File: config.mk
export PLATFORM = sky130hd
export DESIGN_NAME = rc4_stream_xor
export DESIGN_NICKNAME = d
export VERILOG_FILES = /design/src/rtl/rc4_stream_xor_pkg.sv /design/src/rtl/rc4_stream_xor_fifo.sv /design/src/rtl/rc4_stream_xor.sv
export SDC_FILE = /design/constraint.sdc
export NUM_CORES = 1
export LEC_CHECK = 0
export ABC_AREA = 1
export CAP_MARGIN = 20
export CORE_ASPECT_RATIO = 1.5
export CORE_MARGIN = 3
export CORE_UTILIZATION = 45
export CTS_CLUSTER_SIZE = 12
export DETAILED_ROUTE_END_ITERATION = 10
export PLACE_DENSITY = 0.59
export SETUP_SLACK_MARGIN = 0.05
export SYNTH_ARGS = -nofsm -noshare
export SYNTH_HDL_FRONTEND = slang
export SYNTH_SLANG_ARGS = --single-unit
File: constraint.sdc
create_clock -name clk -period 4.7 [get_ports clk]
set_clock_uncertainty 0.1 [all_clocks]
set_input_delay 0.94 -clock clk [delete_from_list [all_inputs] [get_ports clk]]
set_output_delay 0.94 -clock clk [all_outputs]
set_load 0.03 [all_outputs]
File: src/rtl/rc4_stream_xor_pkg.sv
// Shared types for the RC4 keystream consumer.
// Holds the FSM state set and the byte type.
package rc4_pkg;

  typedef logic [7:0] byte_t;

  typedef enum logic [2:0] {
    IDLE      = 3'd0,
    WAIT_INIT = 3'd1,
    START     = 3'd2,
    DROP      = 3'd3,
    COLLECT   = 3'd4,
    DRAIN     = 3'd5
  } state_e;

  localparam int unsigned STALE_DISCARD = 1;

endpackage

File: src/rtl/rc4_stream_xor_fifo.sv
// Single-clock keystream byte FIFO, depth 2^AW.
// A push into a full FIFO is accepted only when a pop happens in the same cycle.
module rc4_byte_fifo
  import rc4_pkg::*;
#(
  parameter int AW = 4
) (
  input  logic        clk,
  input  logic        rst,
  input  logic        clr,
  input  logic        push,
  input  logic        pop,
  input  byte_t       din,
  output byte_t       dout,
  output logic        full,
  output logic        empty,
  output logic [AW:0] count
);

  localparam logic [AW:0] DEPTH = {1'b1, {AW{1'b0}}};

  byte_t         mem_q [2**AW];
  logic [AW-1:0] wr_q, wr_d;
  logic [AW-1:0] rd_q, rd_d;
  logic [AW:0]   cnt_q, cnt_d;
  logic          do_push;
  logic          do_pop;

  assign empty   = cnt_q == '0;
  assign full    = cnt_q == DEPTH;
  assign do_pop  = pop && !empty;
  assign do_push = push && (!full || do_pop);
  assign dout    = mem_q[rd_q];
  assign count   = cnt_q;

  always_comb begin
    wr_d  = wr_q;
    rd_d  = rd_q;
    cnt_d = cnt_q;
    if (clr) begin
      wr_d  = '0;
      rd_d  = '0;
      cnt_d = '0;
    end else begin
      if (do_push) wr_d = wr_q + 1'b1;
      if (do_pop)  rd_d = rd_q + 1'b1;
      if (do_push && !do_pop) begin
        cnt_d = cnt_q + 1'b1;
      end else if (do_pop && !do_push) begin
        cnt_d = cnt_q - 1'b1;
      end
    end
  end

  always_ff @(posedge clk or negedge rst) begin
    if (!rst) begin
      wr_q  <= '0;
      rd_q  <= '0;
      cnt_q <= '0;
    end else begin
      wr_q  <= wr_d;
      rd_q  <= rd_d;
      cnt_q <= cnt_d;
    end
  end

  always_ff @(posedge clk) begin
    if (do_push && !clr) mem_q[wr_q] <= din;
  end

endmodule

File: src/rtl/rc4_stream_xor.sv
// RC4 keystream consumer: buffers keystream and XORs it onto a byte stream.
// Define RC4_DROP_EN to discard DROP_N bytes after the stale one (RC4-drop[N]).
module rc4_stream_xor
  import rc4_pkg::*;
#(
  parameter int KS_AW = 4,
  parameter int LEN_W = 16
`ifdef RC4_DROP_EN
  ,
  parameter int DROP_N = 256
`endif
) (
  input  logic             clk,
  input  logic             rst,
  input  logic             frame_start,
  input  logic [LEN_W-1:0] frame_len,
  output logic             busy,
  input  logic             ks_init_done,
  output logic             ks_rdy,
  input  logic             ks_valid,
  input  byte_t            ks_byte,
  output logic             ks_done,
  input  logic             in_valid,
  output logic             in_ready,
  input  byte_t            in_data,
  output logic             out_valid,
  input  logic             out_ready,
  output byte_t            out_data,
  output logic             out_last,
  output logic             ks_ovf
);

`ifdef RC4_DROP_EN
  localparam int DROP_W = $clog2(DROP_N + 1);
  logic [DROP_W-1:0] drop_q, drop_d;
`endif

  state_e           state_q, state_d;
  logic [LEN_W-1:0] rem_ks_q, rem_ks_d;
  logic [LEN_W-1:0] rem_dat_q, rem_dat_d;
  logic [1:0]       stale_q, stale_d;
  logic             ks_done_q, ks_done_d;
  logic             ovf_q, ovf_d;
  logic             out_valid_q, out_valid_d;
  logic             out_last_q, out_last_d;
  byte_t            out_data_q, out_data_d;

  logic             dp_act;
  logic             xfer;
  logic             keep;
  logic             ovf_hit;
  logic             fifo_clr;
  logic             fifo_full;
  logic             fifo_empty;
  byte_t            fifo_dout;
  logic [KS_AW:0]   fifo_cnt;
  logic             unused_cnt;

  assign unused_cnt = ^fifo_cnt;

  rc4_byte_fifo #(
    .AW(KS_AW)
  ) u_fifo (
    .clk  (clk),
    .rst  (rst),
    .clr  (fifo_clr),
    .push (keep),
    .pop  (xfer),
    .din  (ks_byte),
    .dout (fifo_dout),
    .full (fifo_full),
    .empty(fifo_empty),
    .count(fifo_cnt)
  );

  assign dp_act   = (state_q == COLLECT) || (state_q == DRAIN);
  assign busy     = state_q != IDLE;
  assign ks_rdy   = state_q == START;
  assign in_ready = dp_act && !fifo_empty
                 && (!out_valid_q || out_ready)
                 && (rem_dat_q != '0);
  assign xfer     = in_valid && in_ready;
  assign keep     = (state_q == COLLECT) && ks_valid;
  assign ovf_hit  = keep && fifo_full && !xfer;
  assign fifo_clr = (state_q == IDLE) && frame_start
                 && (frame_len != '0);

  always_comb begin
    state_d   = state_q;
    rem_ks_d  = rem_ks_q;
    rem_dat_d = rem_dat_q;
    stale_d   = stale_q;
    ks_done_d = 1'b0;
    ovf_d     = ovf_q | ovf_hit;
`ifdef RC4_DROP_EN
    drop_d    = drop_q;
`endif
    unique case (state_q)
      IDLE: begin
        if (fifo_clr) begin
          rem_ks_d  = frame_len;
          rem_dat_d = frame_len;
          stale_d   = 2'(STALE_DISCARD);
          state_d   = WAIT_INIT;
        end
      end
      WAIT_INIT: begin
        if (ks_init_done) state_d = START;
      end
      START: begin
        // leading strobes carry stale generator output
        if (ks_valid) begin
          stale_d = stale_q - 1'b1;
          if (stale_q == 2'd1) begin
`ifdef RC4_DROP_EN
            drop_d  = DROP_W'(DROP_N);
            state_d = (DROP_N == 0) ? COLLECT : DROP;
`else
            state_d = COLLECT;
`endif
          end
        end
      end
      DROP: begin
`ifdef RC4_DROP_EN
        if (ks_valid) begin
          drop_d = drop_q - 1'b1;
          if (drop_q == DROP_W'(1)) state_d = COLLECT;
        end
`endif
      end
      COLLECT: begin
        if (ks_valid) begin
          rem_ks_d = rem_ks_q - 1'b1;
          if (rem_ks_q == LEN_W'(1)) begin
            ks_done_d = 1'b1;
            state_d   = DRAIN;
          end
        end
      end
      DRAIN: begin
        if (rem_dat_q == '0 && !out_valid_q) state_d = IDLE;
      end
      default: state_d = IDLE;
    endcase
    if (xfer) rem_dat_d = rem_dat_q - 1'b1;
  end

  always_comb begin
    out_valid_d = out_valid_q;
    out_data_d  = out_data_q;
    out_last_d  = out_last_q;
    if (xfer) begin
      out_valid_d = 1'b1;
      out_data_d  = in_data ^ fifo_dout;
      out_last_d  = rem_dat_q == LEN_W'(1);
    end else if (out_ready) begin
      out_valid_d = 1'b0;
      out_last_d  = 1'b0;
    end
  end

  always_ff @(posedge clk or negedge rst) begin
    if (!rst) begin
      state_q     <= IDLE;
      rem_ks_q    <= '0;
      rem_dat_q   <= '0;
      stale_q     <= '0;
      ks_done_q   <= 1'b0;
      ovf_q       <= 1'b0;
      out_valid_q <= 1'b0;
      out_last_q  <= 1'b0;
      out_data_q  <= '0;
    end else begin
      state_q     <= state_d;
      rem_ks_q    <= rem_ks_d;
      rem_dat_q   <= rem_dat_d;
      stale_q     <= stale_d;
      ks_done_q   <= ks_done_d;
      ovf_q       <= ovf_d;
      out_valid_q <= out_valid_d;
      out_last_q  <= out_last_d;
      out_data_q  <= out_data_d;
    end
  end

`ifdef RC4_DROP_EN
  always_ff @(posedge clk or negedge rst) begin
    if (!rst) drop_q <= '0;
    else      drop_q <= drop_d;
  end
`endif

  assign ks_done   = ks_done_q;
  assign ks_ovf    = ovf_q;
  assign out_valid = out_valid_q;
  assign out_last  = out_last_q;
  assign out_data  = out_data_q;

endmodule

Word level (Yosys, flattened, before mapping)
Memory sizes are Yosys's and may differ from the RTL's.
Index checks and enable logic that the tools add are counted.
{ "word_totals": {"ff_bits": 62, "latch_bits": 0, "mem_bits_rw": 128, "romBits": 0, "inputBits": 39, "out_inout_bits": 15, "wordCells": 113, "memories": 1} }
{ "op_classes": {"addsub": 7, "multipliers": 0, "div": 0, "n_lt_le_gt_ge": 0, "eq_ne": 16, "n_shift": 0, "muxes": 31, "bitwise": 3, "reduce_logical": 43} }
{ "memory_table": {"columns": ["memory", "depth", "word_bits", "rd", "rd_clocked_by_memory_dff", "write_ports", "line_no", "text"], "rows": [
  ["u_fifo.mem_q", 16, 8, 1, 0, 1, "rc4_stream_xor_fifo.sv:22", "byte_t mem_q [2**AW];"]
]} }
{ "ops": {"columns": ["op", "count"], "rows": [
  ["2-to-1 mux 16 bit", 4],
  ["== test 16 x 1 -> 1 bit (second input constant)", 2],
  ["one-hot mux 16 bit (2 select lines)", 1],
  ["nonzero test 16 bit", 2],
  ["subtractor 16 x 1 -> 16 bit (second input constant)", 2],
  ["2-to-1 mux 3 bit", 7],
  ["one-hot mux 3 bit (6 select lines)", 1],
  ["zero test 16 bit", 1],
  ["2-to-1 mux 4 bit", 4],
  ["logical AND 1 bit", 15],
  ["2-to-1 mux 5 bit", 3],
  ["nonzero test 2 bit", 7],
  ["!= test 2 x 1 -> 1 bit (second input constant)", 5],
  ["adder 4 x 1 -> 4 bit (second input constant)", 2],
  ["2-to-1 mux 1 bit", 8],
  ["AND reduction 8 bit", 1],
  ["bitwise XOR 8 bit", 1],
  ["zero test 1 bit", 7],
  ["== test 3 x 2 -> 1 bit (second input constant)", 2],
  ["== test 3 bit (second input constant)", 2],
  ["AND reduction 3 bit", 2],
  ["nonzero test 3 bit", 2],
  ["adder 5 x 1 -> 5 bit (second input constant)", 1],
  ["== test 5 bit (second input constant)", 1],
  ["other kinds (13)", 17]
]} }

Logic depth before layout (Yosys ltp)
{ "logic_depth": {"depth_word": 14, "depth_mapped": 17, "depth_no_buf": 17} }

Cells and area by module
From an unflattened synthesis, not the netlist that was laid out.
{ "hier_totals": {"cells_unflattened": 974, "area_unflattened_um2": 9461.6} }
{ "modules_own_cells": {"columns": ["module", "n_inst", "cells_each", "area_per_inst_um2", "seq_area_each_um2"], "rows": [
  ["rc4_byte_fifo", 1, 507, 6143.4, 4169.0],
  ["rc4_stream_xor", 1, 467, 3318.2, 1226.2]
]} }

Worst setup path before layout
Ideal clock, no wire load.
{ "synth_timing": {"path_type": "input port to flip-flop", "from": "input frame_len[14]", "to": "memory u_fifo.mem_q[3][0] (netlist bit), enable pin", "setup_ns": 0.383, "t_arrival_ns": 2.252, "required_ns": 4.217, "slack_ns": 1.964, "cell_stages": 8, "n_path_buf": 1, "path_cell_list": "inv_1 -> nand4_1 -> nor2_1 -> nand2_1 -> nand2_2 -> inv_1 -> buf_2 -> nor3_1"} }
{ "synth_between": {"elab_chain_cells": 6} }
{ "synth_lines": {"columns": ["element", "line_no", "text"], "rows": [
  ["from (decl)", "rc4_stream_xor.sv:16", "input logic [LEN_W-1:0] frame_len,"],
  ["nonzero test 16 bit", "rc4_stream_xor.sv:86", "&& (frame_len != '0);"],
  ["logical AND 1 bit", "rc4_stream_xor.sv:86", null],
  ["zero test 1 bit", "rc4_stream_xor_fifo.sv:68", "if (do_push && !clr) mem_q[wr_q] <= din;"],
  ["logical AND 1 bit", "rc4_stream_xor_fifo.sv:68", null],
  ["2-to-1 mux 1 bit", "rc4_stream_xor_fifo.sv:68", null],
  ["2-to-1 mux 1 bit (implied by the code)", "rc4_stream_xor_fifo.sv:68", null],
  ["to (decl)", "rc4_stream_xor_fifo.sv:22", null]
]} }
Every way passes these cells.

Worst setup path after layout
{ "layout_timing": {"from": "input out_ready", "to": "output in_ready"} }
{ "layout_between": {"elab_chain_cells": 3} }
{ "layout_lines": {"columns": ["element", "line_no", "text"], "rows": [
  ["from (decl)", "rc4_stream_xor.sv:27", "input logic out_ready,"],
  ["logical OR 1 bit", "rc4_stream_xor.sv:80", "&& (!out_valid_q || out_ready)"],
  ["logical AND 1 bit", "rc4_stream_xor.sv:80", null],
  ["logical AND 1 bit", "rc4_stream_xor.sv:81", "&& (rem_dat_q != '0);"],
  ["to (decl)", "rc4_stream_xor.sv:24", "output logic in_ready,"]
]} }
Every way passes these cells.

==> flow_summary_export.csv <==
group,metric,value,unit
outcome,run_status,"finished, final reports clean",
drt,drt-wirelength-per-cell,18.5,um
clock_tree,ctsLongestPathBuffers,2,
die,placeableCoreArea,0.0199,mm^2
global_routing,via_count_of_the_first_global_routing_pass,6832,
die,design.die.area,0.0221,mm^2
power_and_ir_drop,powerDensity,521,mW/mm^2
power_and_ir_drop,peakVddDrop,0.000257,V
die,floorplan.initialDensity,0.461,
placed_design,io_buffer_count,53,
drt,totalWireLength,23600,um
drt,drc_violations_left,0,
synthesis,synth.top_cell.area_share,0.420,
clock_tree,cts_tree,"built",
synthesis,ys_top_cells_by_count,"sky130_fd_sc_hd__nand2_1, sky130_fd_sc_hd__nor2_1, sky130_fd_sc_hd__edfxtp_1, sky130_fd_sc_hd__o21ai_0, sky130_fd_sc_hd__inv_1",
final_layout,final_nets,1058,
global_routing,gr-usage-met2,0.384,
synthesis,synth-edff-count,128,
final_layout,fillers,1863,
power_and_ir_drop,p_leak,4.14,nW
worst_setup_path,endpoint_kind,"output pin",
final_layout,antenna_cells_inserted,0,
timing,timing.slew.headroom,0.372,
worst_setup_path,cp_top_family,"buffers and inverters",
timing,timing.fmax,262,MHz
placed_design,dpl.hpwl,16100,um
hold_path,start_point_of_the_worst_hold_path,"out_data[2]",
timing,grt_setup_unrepaired,"false",
drt,drt_pass1_iterations,5,
worst_setup_path,critical_path_class,"primary input to output pin",
die,die_h,181,um
placed_design,placed_cell_area,0.00995,mm^2
synthesis,synth_warnings,0,
placed_design,gpl.final_weighted_congestion,0.909,
timing,timing_worst_slew_pin_value,941,ps
worst_setup_path,path_buf_inv,4,
synthesis,synth_area_leader_cell,"sky130_fd_sc_hd__edfxtp_1",
synthesis,mapped_nets,1007,
clock_tree,cts-resized-gates,0,
timing,holdWs,384,ps
worst_setup_path,r2r_slack,1650,ps
die,placement_rows,63,
clock_tree,cts_setup_buffers,0,
clock_tree,numClockSinks,190,
clock_tree,clock_tree.htree_level_count,4,
worst_setup_path,cp.required,3660,ps
synthesis,average_size_of_a_mapped_cell,9.60,um^2
timing,final-max-slew-violation-count,0,
synthesis,netlist_top_cells_area,"sky130_fd_sc_hd__edfxtp_1, sky130_fd_sc_hd__dfrtp_1, sky130_fd_sc_hd__nand2_1",
worst_setup_path,critical_path.reg2reg.endpoint,"u_fifo.mem_q[8][4]",
final_layout,area_of_the_multi_input_gates,0.00321,mm^2
drt,via_per_instance_ratio,5.35,
timing,final-setup-viol-count,0,
final_layout,post-route-cell-area,0.0105,mm^2
synthesis,synth_top_flop_cell,"sky130_fd_sc_hd__edfxtp_1",
worst_setup_path,critPathSlowestCell,"sky130_fd_sc_hd__clkdlybuf4s50_1",
worst_setup_path,timing.critical_path.arrival,2780,ps
drt,ant_nets,0,
flow_run,cap_viol_max_count,0,
drt,vias,6832,
clock_tree,postCtsHoldBufs,0,
final_layout,register_area,0.00540,mm^2
hold_path,hold_depth,2,
global_routing,grt-ovfl-total,0,
synthesis,synth_seq_cells,190,
global_routing,grtUsageMet3,0.0399,
worst_setup_path,cp_cell_sequence,"clkdlybuf4s50_1 > nor2_1 > nor2_1 > nand2_1 > clkinv_1 > nand2_1 > inv_1 > clkdlybuf4s50_1",
global_routing,grt_start_max_net_pins,54,
timing,setup_tns,0,ps
global_routing,grt_usage,0.222,
synthesis,mappedNetlistArea,0.00915,mm^2
die,die_w,122,um
worst_setup_path,ff2ff_path_depth,9,
drt,detail_route.iter0.violations,493,
power_and_ir_drop,totalPowerFinal,5.48,mW
timing,layout_min_cycle_time,3820,ps
timing,hold_fails_final_rpt,0,
synthesis,synth.distinct_cells,40,
hold_path,hold_end,"out_data[2]",
clock_tree,clockRootBuffer,"sky130_fd_sc_hd__clkbuf_16",
global_routing,grt_busiest_layer,"met2",
global_routing,grtUsageMet1,0.252,
final_layout,post_route_cells_drive_above_1_share,0.0777,
synthesis,synth_seq_area_share,0.590,
worst_setup_path,worst_setup_path_start_kind,"primary input",
global_routing,antenna_found_initial,0,
die,design.portCount,54,
synthesis,asyncSetResetFlopFracSynth,0.326,
clock_tree,clk-insertion-delay-late,430,ps
final_layout,area_growth,14.9,%
hold_path,worst_hold_path_type,"flop to flop",
global_routing,wire_length_of_the_first_global_routing_pass,36900,um
worst_setup_path,cp_slowest_stage_delay,670,ps
worst_setup_path,ff_to_ff_start,"state_q[1]",
worst_setup_path,crit_path_max_fanout,3,
synthesis,post-synth-top-count-cell,"sky130_fd_sc_hd__nand2_1",
clock_tree,clk_pin_slew_worst_paths,70,ps
synthesis,syn-instance-count,953,
timing,timing.final.crit_share,0.812,
clock_tree,cts-buffers-inserted,17,
-- final cells by class --
cell class              count  share of cell area
flip-flops and latches    190               0.513
multi-input cells         632               0.306
repair buffers             73              0.0642
clock buffers              19              0.0412
inverters                  90              0.0324
well taps                 260              0.0309
clock inverters            13              0.0126
-- per-stage QoR --
stage / utilization / setup WS (ps) / instances
2_1_floorplan: - / 1960 / 953
3_3_place_gp: 0.501 / 855 / 1245
3_5_place_dp: 0.501 / 889 / 1245
4_1_cts: 0.529 / 876 / 1277
5_1_grt: 0.529 / 812 / 1277
6_report: 0.529 / 885 / 1277
-- state kept, by name (all words and copies together) (netlist names) --
register      flops
out_valid         1
u_fifo.wr_q       4
out_last          1
ks_ovf            1
stale_q           2
u_fifo.count      5
state_q           3
u_fifo.rd_q       4
out_data          8
u_fifo.mem_q    128
rem_ks_q         16
rem_dat_q        16
ks_done           1
-- power breakdown --
group / internal [mW] / switching, mW
Clock: 0.745 / 0.657
Sequential: 2.02 / 0.235
Combinational: 0.634 / 1.19
Total: 3.40 / 2.08
-- worst register-to-register path, stage by stage (launching register included) --
cell	delay (ps)
sky130_fd_sc_hd__dfrtp_1	420
sky130_fd_sc_hd__inv_2	90
sky130_fd_sc_hd__nand2_2	80
sky130_fd_sc_hd__nor2_4	410
sky130_fd_sc_hd__inv_2	280
sky130_fd_sc_hd__nor2_4	230
sky130_fd_sc_hd__nand2_4	140
sky130_fd_sc_hd__inv_2	110
sky130_fd_sc_hd__nand2_1	160
sky130_fd_sc_hd__nor2_1	630
-- worst max path at each step --
stage                        startpoint            endpoint  cells past startpoint  slack, ps
after floorplan           frame_len[14]  u_fifo.mem_q[3][0]                      8       1960
final                         out_ready            in_ready                      8        880
after global routing          out_ready            in_ready                      8        810
after CTS                     out_ready            in_ready                      8        880
after global placement        out_ready            in_ready                      8        860
after detailed placement      out_ready            in_ready                      8        890
-- logic make-up (layout without fill, tap and decap cells) --
group / count (synthesis) / in the layout / synth area share
flops: 190 / 190 / 0.590
simple gates: 431 / 431 / 0.209
buf+inv: 131 / 195 / 0.0591
fa+ha+maj: 15 / 15 / 0.0213
compound gates: 171 / 171 / 0.106
xor+xnor: 15 / 15 / 0.0144
-- routing by layer --
layer | part of all wire | wire length (um) | vias to the layer above
li1 | - | - | 3348
met5 | 0 | 0 | -
met4 | 0.059 | 1390 | 0
met2 | 0.52 | 12200 | 167
met3 | 0.038 | 901 | 52
met1 | 0.39 | 9110 | 3265
-- placed cells by master, fill, tap and decap left out, types with 23 or more instances in the layout --
| master | n |
|---|---|
| sky130_fd_sc_hd__a21oi_1 | 23 |
| sky130_fd_sc_hd__clkdlybuf4s50_1 | 52 |
| sky130_fd_sc_hd__dfrtp_1 | 61 |
| sky130_fd_sc_hd__edfxtp_1 | 128 |
| sky130_fd_sc_hd__inv_1 | 81 |
| sky130_fd_sc_hd__nand2_1 | 162 |
| sky130_fd_sc_hd__nand3_1 | 78 |
| sky130_fd_sc_hd__nor2_1 | 132 |
| sky130_fd_sc_hd__nor3_1 | 23 |
| sky130_fd_sc_hd__o211ai_1 | 36 |
| sky130_fd_sc_hd__o21ai_0 | 90 |
Note: power is estimated with default switching activity, not from simulation.
==> RTL edit 1 (same flow settings) <==
Add a define of `RC4_DROP_EN`.
--- a/src/rtl/rc4_stream_xor.sv
+++ b/src/rtl/rc4_stream_xor.sv
@@ -1,5 +1,7 @@
 // RC4 keystream consumer: buffers keystream and XORs it onto a byte stream.
 // Define RC4_DROP_EN to discard DROP_N bytes after the stale one (RC4-drop[N]).
+`define RC4_DROP_EN
+
 module rc4_stream_xor
   import rc4_pkg::*;
 #(
Behaviour: not the same (Yosys sat finds a counterexample within 10 cycles, from zero or initial values and one cycle with rst low).
==> RTL edit 1 against the original RTL <==
  * First-iteration DRC count is 30% higher
  * Sequential share of layout area shrank 0.33 points
  * Synthesized area is 6.4% higher
  * Via count rose by 7.2%
  * Setup slack better by 240 ps
  * Power increased by 1.1%
  * Sequential cell count rose by 9
  * Design area increased by 4.9%
  * Wire length increased by 5.2%
==> RTL edit 1: results (changes against the original RTL) <==
- Number of input and output port buffers inserted: 53 (unchanged)
- Avg Vias per Cell: 5.45 (was 5.35)
- Antenna fix cells: 0 (unchanged)
- Cell at the root of the clock tree: sky130_fd_sc_hd__clkbuf_16 (unchanged)
- Leak Pwr: 4.33 nW (was 4.14 nW)
- Worst path max stage delay: 660 ps
- Max-slew headroom at the worst pin: 36.4% (was 37.2%)
- Result of the run: finished, final reports clean (unchanged)
- Leading registers by flop count: u_fifo.mem_q x128, rem_dat_q x16, rem_ks_q x16 (unchanged)
- Kind of path behind the tightest hold check: flop to flop (unchanged)
- 1st-iter DRT viols: 640 (was 493)
- Maximum fanout along the worst path: 3 (unchanged)
- Wire length the detailed router placed on met1: 10,000 µm (was 9110 µm)
- Post-Syn Nets: 1,074 (was 1,007)
- Overall routed net length: 24,800 µm (was 23,600 µm)
- Crit-path leading delay family: buffers and inverters (unchanged)
- Total number of H-tree levels: 4 (unchanged)
- GRT Util Overall: 21.7% (was 22.2%)
- Count of cells resized by post-cts repair: 0 (unchanged)
- Fillcell total: 1,965 (was 1,863)
- Clk slew on worst S/H paths: 70 ps (about the same)
- Worst-case vdd ir drop: 0.000274 V (was 0.000257 V)
- Number of buffers created by CTS: 17 (unchanged)
- Cell type with the highest aggregate area in the netlist: sky130_fd_sc_hd__edfxtp_1 (unchanged)
- Share of post-route cells with drive strength above 1: 7.99% (was 7.77%)
- Number of antenna violations at the first check in global routing: 0 (unchanged)
- Pre-antenna DRT Iters: 6 (was 5)
- Main area contributors after synthesis: sky130_fd_sc_hd__edfxtp_1 39%, sky130_fd_sc_hd__dfrtp_1 18%, sky130_fd_sc_hd__nand2_1 6.0% (was sky130_fd_sc_hd__edfxtp_1 42%, sky130_fd_sc_hd__dfrtp_1 17%, sky130_fd_sc_hd__nand2_1 6.6%)
- Routability-driven placement congestion ratio: 0.940 (was 0.909)
- Met3 routed WL: 894 µm (was 901 µm)
- Uppermost metal layer occupied by signal nets: met4 (unchanged)
- Share of synthesized area occupied by flip-flops and latches: 57.8% (was 59.0%)
- Maximum number of pins on one net before global-route repair: 84 (was 54)
- DPL Wire Length: 17,100 µm (was 16,100 µm)
- Maximum count of clock buffers along a single path: 2 (unchanged)
- Yosys warnings: 0 (unchanged)
- Number of different library cells in the post-synthesis netlist: 46 (was 40)
- Most frequent cells after synthesis: 156 x sky130_fd_sc_hd__nand2_1, 149 x sky130_fd_sc_hd__nor2_1, 128 x sky130_fd_sc_hd__edfxtp_1, 99 x sky130_fd_sc_hd__o21ai_0, 98 x sky130_fd_sc_hd__inv_1 (was 162 x sky130_fd_sc_hd__nand2_1, 132 x sky130_fd_sc_hd__nor2_1, 128 x sky130_fd_sc_hd__edfxtp_1, 90 x sky130_fd_sc_hd__o21ai_0, 81 x sky130_fd_sc_hd__inv_1)
- First-pass GRT wire length: 39,100 µm (was 36,900 µm)
- Post-synthesis async set-or-reset flop share: 35.7% (was 32.6%)
- Number of global-route vias before repair: 7,265 (was 6,832)
- Met2 layer wire length in the routed design: 13,100 µm (was 12,200 µm)
RTL edit 1: cell count changes after synthesis, sizes merged, moves of 3 or more:
cell	unedited run	this run
inv	87	104
nor2	140	155
nand4	8	21
dfrtp	62	71
buf	25	32
clkbuf	16	9
o21ai	102	108
nand2	173	169
o211ai	36	32
xor2	13	9
o221ai	1	4
RTL edit 1: where the power goes:
group / switching (mW) / total (mW) / internal, mW
clock network: 0.700 / 1.40 / 0.703
logic: 1.20 / 1.80 / 0.603
registers: 0.229 / 2.34 / 2.11
RTL edit 1: routing by layer:
metal	GRT usage, %	up-vias
li1	-	3566
met1	25.5	3500
met2	39.6	207
met3	3.13	49
met4	9.36	0
met5	0	-
RTL edit 1: cells by family (layout without fill, tap and decap cells):
group	Yosys count	count (layout)	share of synthesized area [%]
flip-flops	199	199	57.8
AND/OR/NAND/NOR	462	462	21.7
buffers and inverters	147	205	6.49
XOR/XNOR	12	12	1.08
adder cells (fa/ha/maj)	17	17	2.26
AO/OA/AOI/OAI	181	181	10.8
RTL edit 1: area by class of cell:
class / count / area (µm²) / share of cell area [%]
clock buffer: 17 / 425 / 3.86
sequential: 199 / 5620 / 51.0
inverter: 106 / 400 / 3.63
multi-input combinational: 672 / 3480 / 31.6
timing repair buffer: 67 / 633 / 5.74
tap: 268 / 335 / 3.04
clock inverter: 15 / 133 / 1.20
RTL edit 1: path summary, 6_finish.rpt:
kind	startpoint	end	slack, ps	depth (start not counted)
max in group asynchronous	rst	u_fifo.rd_q[0]$_DFFE_PN0P_	3260	1
hold reg to reg	out_data[7]$_DFFE_PN0N_	out_data[7]$_DFFE_PN0N_	380	2
setup / recovery	out_ready	in_ready	1120	8
setup reg to reg	rem_dat_q[0]$_DFFE_PN0P_	u_fifo.count[4]$_DFFE_PN0P_	1930	16
min in group asynchronous	rst	drop_q[2]$_DFFE_PN0P_	540	1
hold / removal	out_data[7]$_DFFE_PN0N_	out_data[7]$_DFFE_PN0N_	380	2
RTL edit 1: per-stage QoR:
| step | util (%) | cell area, µm² | setup WS [ps] | std cells |
|---|---|---|---|---|
| finish | 52.2 | 11000 | 1120 | 1344 |
| global route | 52.2 | 11000 | 1020 | 1344 |
| CTS | 52.2 | 11000 | 1110 | 1344 |
| detailed placement | 49.5 | 10500 | 1130 | 1312 |
| global placement | 49.5 | 10500 | 1140 | 1312 |
| floorplan | - | 9730 | 1860 | 1018 |
==> RTL edit 2 (same settings) <==
Made on the original files. The 6 states of `state_e` get a Gray code encoding in 3 bits.
--- a/src/rtl/rc4_stream_xor_pkg.sv
+++ b/src/rtl/rc4_stream_xor_pkg.sv
@@ -5,12 +5,12 @@
   typedef logic [7:0] byte_t;
 
   typedef enum logic [2:0] {
-    IDLE      = 3'd0,
-    WAIT_INIT = 3'd1,
-    START     = 3'd2,
-    DROP      = 3'd3,
-    COLLECT   = 3'd4,
-    DRAIN     = 3'd5
+    IDLE      = 3'b000,
+    WAIT_INIT = 3'b001,
+    START     = 3'b011,
+    DROP      = 3'b010,
+    COLLECT   = 3'b110,
+    DRAIN     = 3'b111
   } state_e;
 
   localparam int unsigned STALE_DISCARD = 1;
Function: no difference found for any inputs over 4 cycles, from zero or initial values and one cycle with rst low; so few cycles prove little.
==> RTL edit 2 against the original RTL <==
  * Power increased by 9.6%
  * Sequential cell count unchanged
  * Design area increased by 5.4%
  * Largest cell class unchanged
  * Synthesized area increased by 6.3%
  * Combinational power increased by 20%
  * Largest power group unchanged
  * Core utilization decreased by 0.50 points
  * Setup slack improved by 230 ps
  * Wire length increased by 3.1%
  * Sequential power about the same
==> RTL edit 2: results (changes against the original RTL) <==
- Result of the run: finished, final reports clean (unchanged)
- Arrival time at the worst endpoint: 2550 ps (was 2780 ps)
- Pre-antenna DRT Iters: 5 (unchanged)
- Number of global-route vias before repair: 7,395 (was 6,832)
- Leak Pwr: 4.89 nW (was 4.14 nW)
- Worst-case vdd ir drop: 0.000361 V (was 0.000257 V)
- Number of buffers created by CTS: 17 (unchanged)
- Flop2flop setup slack: 1680 ps (was 1650 ps)
- 1st-iter DRT viols: 525 (was 493)
- Uppermost metal layer occupied by signal nets: met4 (unchanged)
- Compound-Gate Fraction of Synth Area: 3.74% (was 10.6%)
- Wire length the detailed router placed on met1: 9810 µm (was 9110 µm)
- Placed Instance Area: 10,400 µm² (was 9950 µm²)
- Number of different library cells in the post-synthesis netlist: 36 (was 40)
- Met3 routed WL: 900 µm (was 901 µm)
- DPL Wire Length: 16,800 µm (was 16,100 µm)
- Fraction of the mapped netlist area in adder cells: 2.01% (was 2.13%)
- First-pass GRT wire length: 39,700 µm (was 36,900 µm)
- GRT Util Overall: 21.9% (was 22.2%)
- Max-slew headroom at the worst pin: 32.6% (was 37.2%)
- Most frequent cells after synthesis: 397 x sky130_fd_sc_hd__nand2_1, 133 x sky130_fd_sc_hd__nand3_1, 128 x sky130_fd_sc_hd__edfxtp_1, 121 x sky130_fd_sc_hd__inv_1, 86 x sky130_fd_sc_hd__nor2_1 (was 162 x sky130_fd_sc_hd__nand2_1, 132 x sky130_fd_sc_hd__nor2_1, 128 x sky130_fd_sc_hd__edfxtp_1, 90 x sky130_fd_sc_hd__o21ai_0, 81 x sky130_fd_sc_hd__inv_1)
- Maximum number of pins on one net before global-route repair: 67 (was 54)
- Final total negative setup slack: 0 ps (unchanged)
- Post-Syn Nets: 1,186 (was 1,007)
- Detailed-route via count: 7,456 (was 6,832)
- Share of synthesized area occupied by flip-flops and latches: 55.4% (was 59.0%)
- Share of the synthesized netlist area taken by xor and xnor gates: 1.80% (was 1.44%)
- Main area contributors after synthesis: sky130_fd_sc_hd__edfxtp_1 40%, sky130_fd_sc_hd__dfrtp_1 16%, sky130_fd_sc_hd__nand2_1 15% (was sky130_fd_sc_hd__edfxtp_1 42%, sky130_fd_sc_hd__dfrtp_1 17%, sky130_fd_sc_hd__nand2_1 6.6%)
- Length in cells of the worst reg-to-reg path: 17 (was 9)
- Launch instance of the worst min-delay path: rem_ks_q[15]$_DFFE_PN0P_ (was out_data[2]$_DFFE_PN0N_)
- Met2 layer wire length in the routed design: 12,600 µm (was 12,200 µm)
- End point of the worst hold path: rem_ks_q[15]$_DFFE_PN0P_ (was out_data[2]$_DFFE_PN0N_)
- Final Hold Slack: 391 ps (was 384 ps)
- Share of post-route cells with drive strength above 1: 6.51% (was 7.77%)
- Routability-driven placement congestion ratio: 0.901 (was 0.909)
-- RTL edit 2: worst max-delay path, delay by kind of cell --
kind | cells | cell delay, ps
AND/OR/NAND/NOR | 2 | 150
AO/OA/AOI/OAI | 1 | 130
buffers and inverters | 5 | 1330
-- RTL edit 2: logic make-up after synthesis --
family	Yosys count
flops	190
simple gates	664
buf+inv	175
fa+ha+maj	15
xor+xnor	20
compound gates	68
-- RTL edit 2: through the flow --
step / utilization (%) / worst slack [ps] / std cells
final: 52.4 / 1110 / 1451
after global routing: 52.4 / 986 / 1451
after CTS: 52.4 / 1090 / 1451
after detailed placement: 49.4 / 1090 / 1419
after global placement: 49.3 / 1090 / 1418
after floorplan: - / 2120 / 1132
-- RTL edit 2: final cells by class --
cell class | count | area, µm²
fillers | 2018 | 10100
repair buffers | 60 | 598
multi-input cells | 767 | 3610
flip-flops and latches | 190 | 5400
clock buffers | 18 | 429
clock inverters | 14 | 214
well taps | 268 | 335
inverters | 134 | 503
-- RTL edit 2: how the worst max path moves through the flow --
stage                       start                       endpoint
detailed placement      out_ready                       in_ready
global placement        out_ready                       in_ready
CTS                     out_ready                       in_ready
finish                  out_ready                       in_ready
floorplan           frame_len[12]  u_fifo.mem_q[13][0]$_DFFE_PP_
global route            out_ready                       in_ready
-- RTL edit 2: power breakdown --
group,switching (mW),internal (mW),total [mW],leakage (nW)
clock network,0.622,0.945,1.57,0.308
logic,1.43,0.748,2.18,2.65
registers,0.237,2.02,2.26,1.93
total,2.29,3.72,6.01,4.89
-- RTL edit 2: routing by layer --
metal  vias up  track usage [%]
li1       3719                -
met4         0             9.83
met1      3513             25.6
met2       173             39.3
met3        51             3.79
met5         -                0
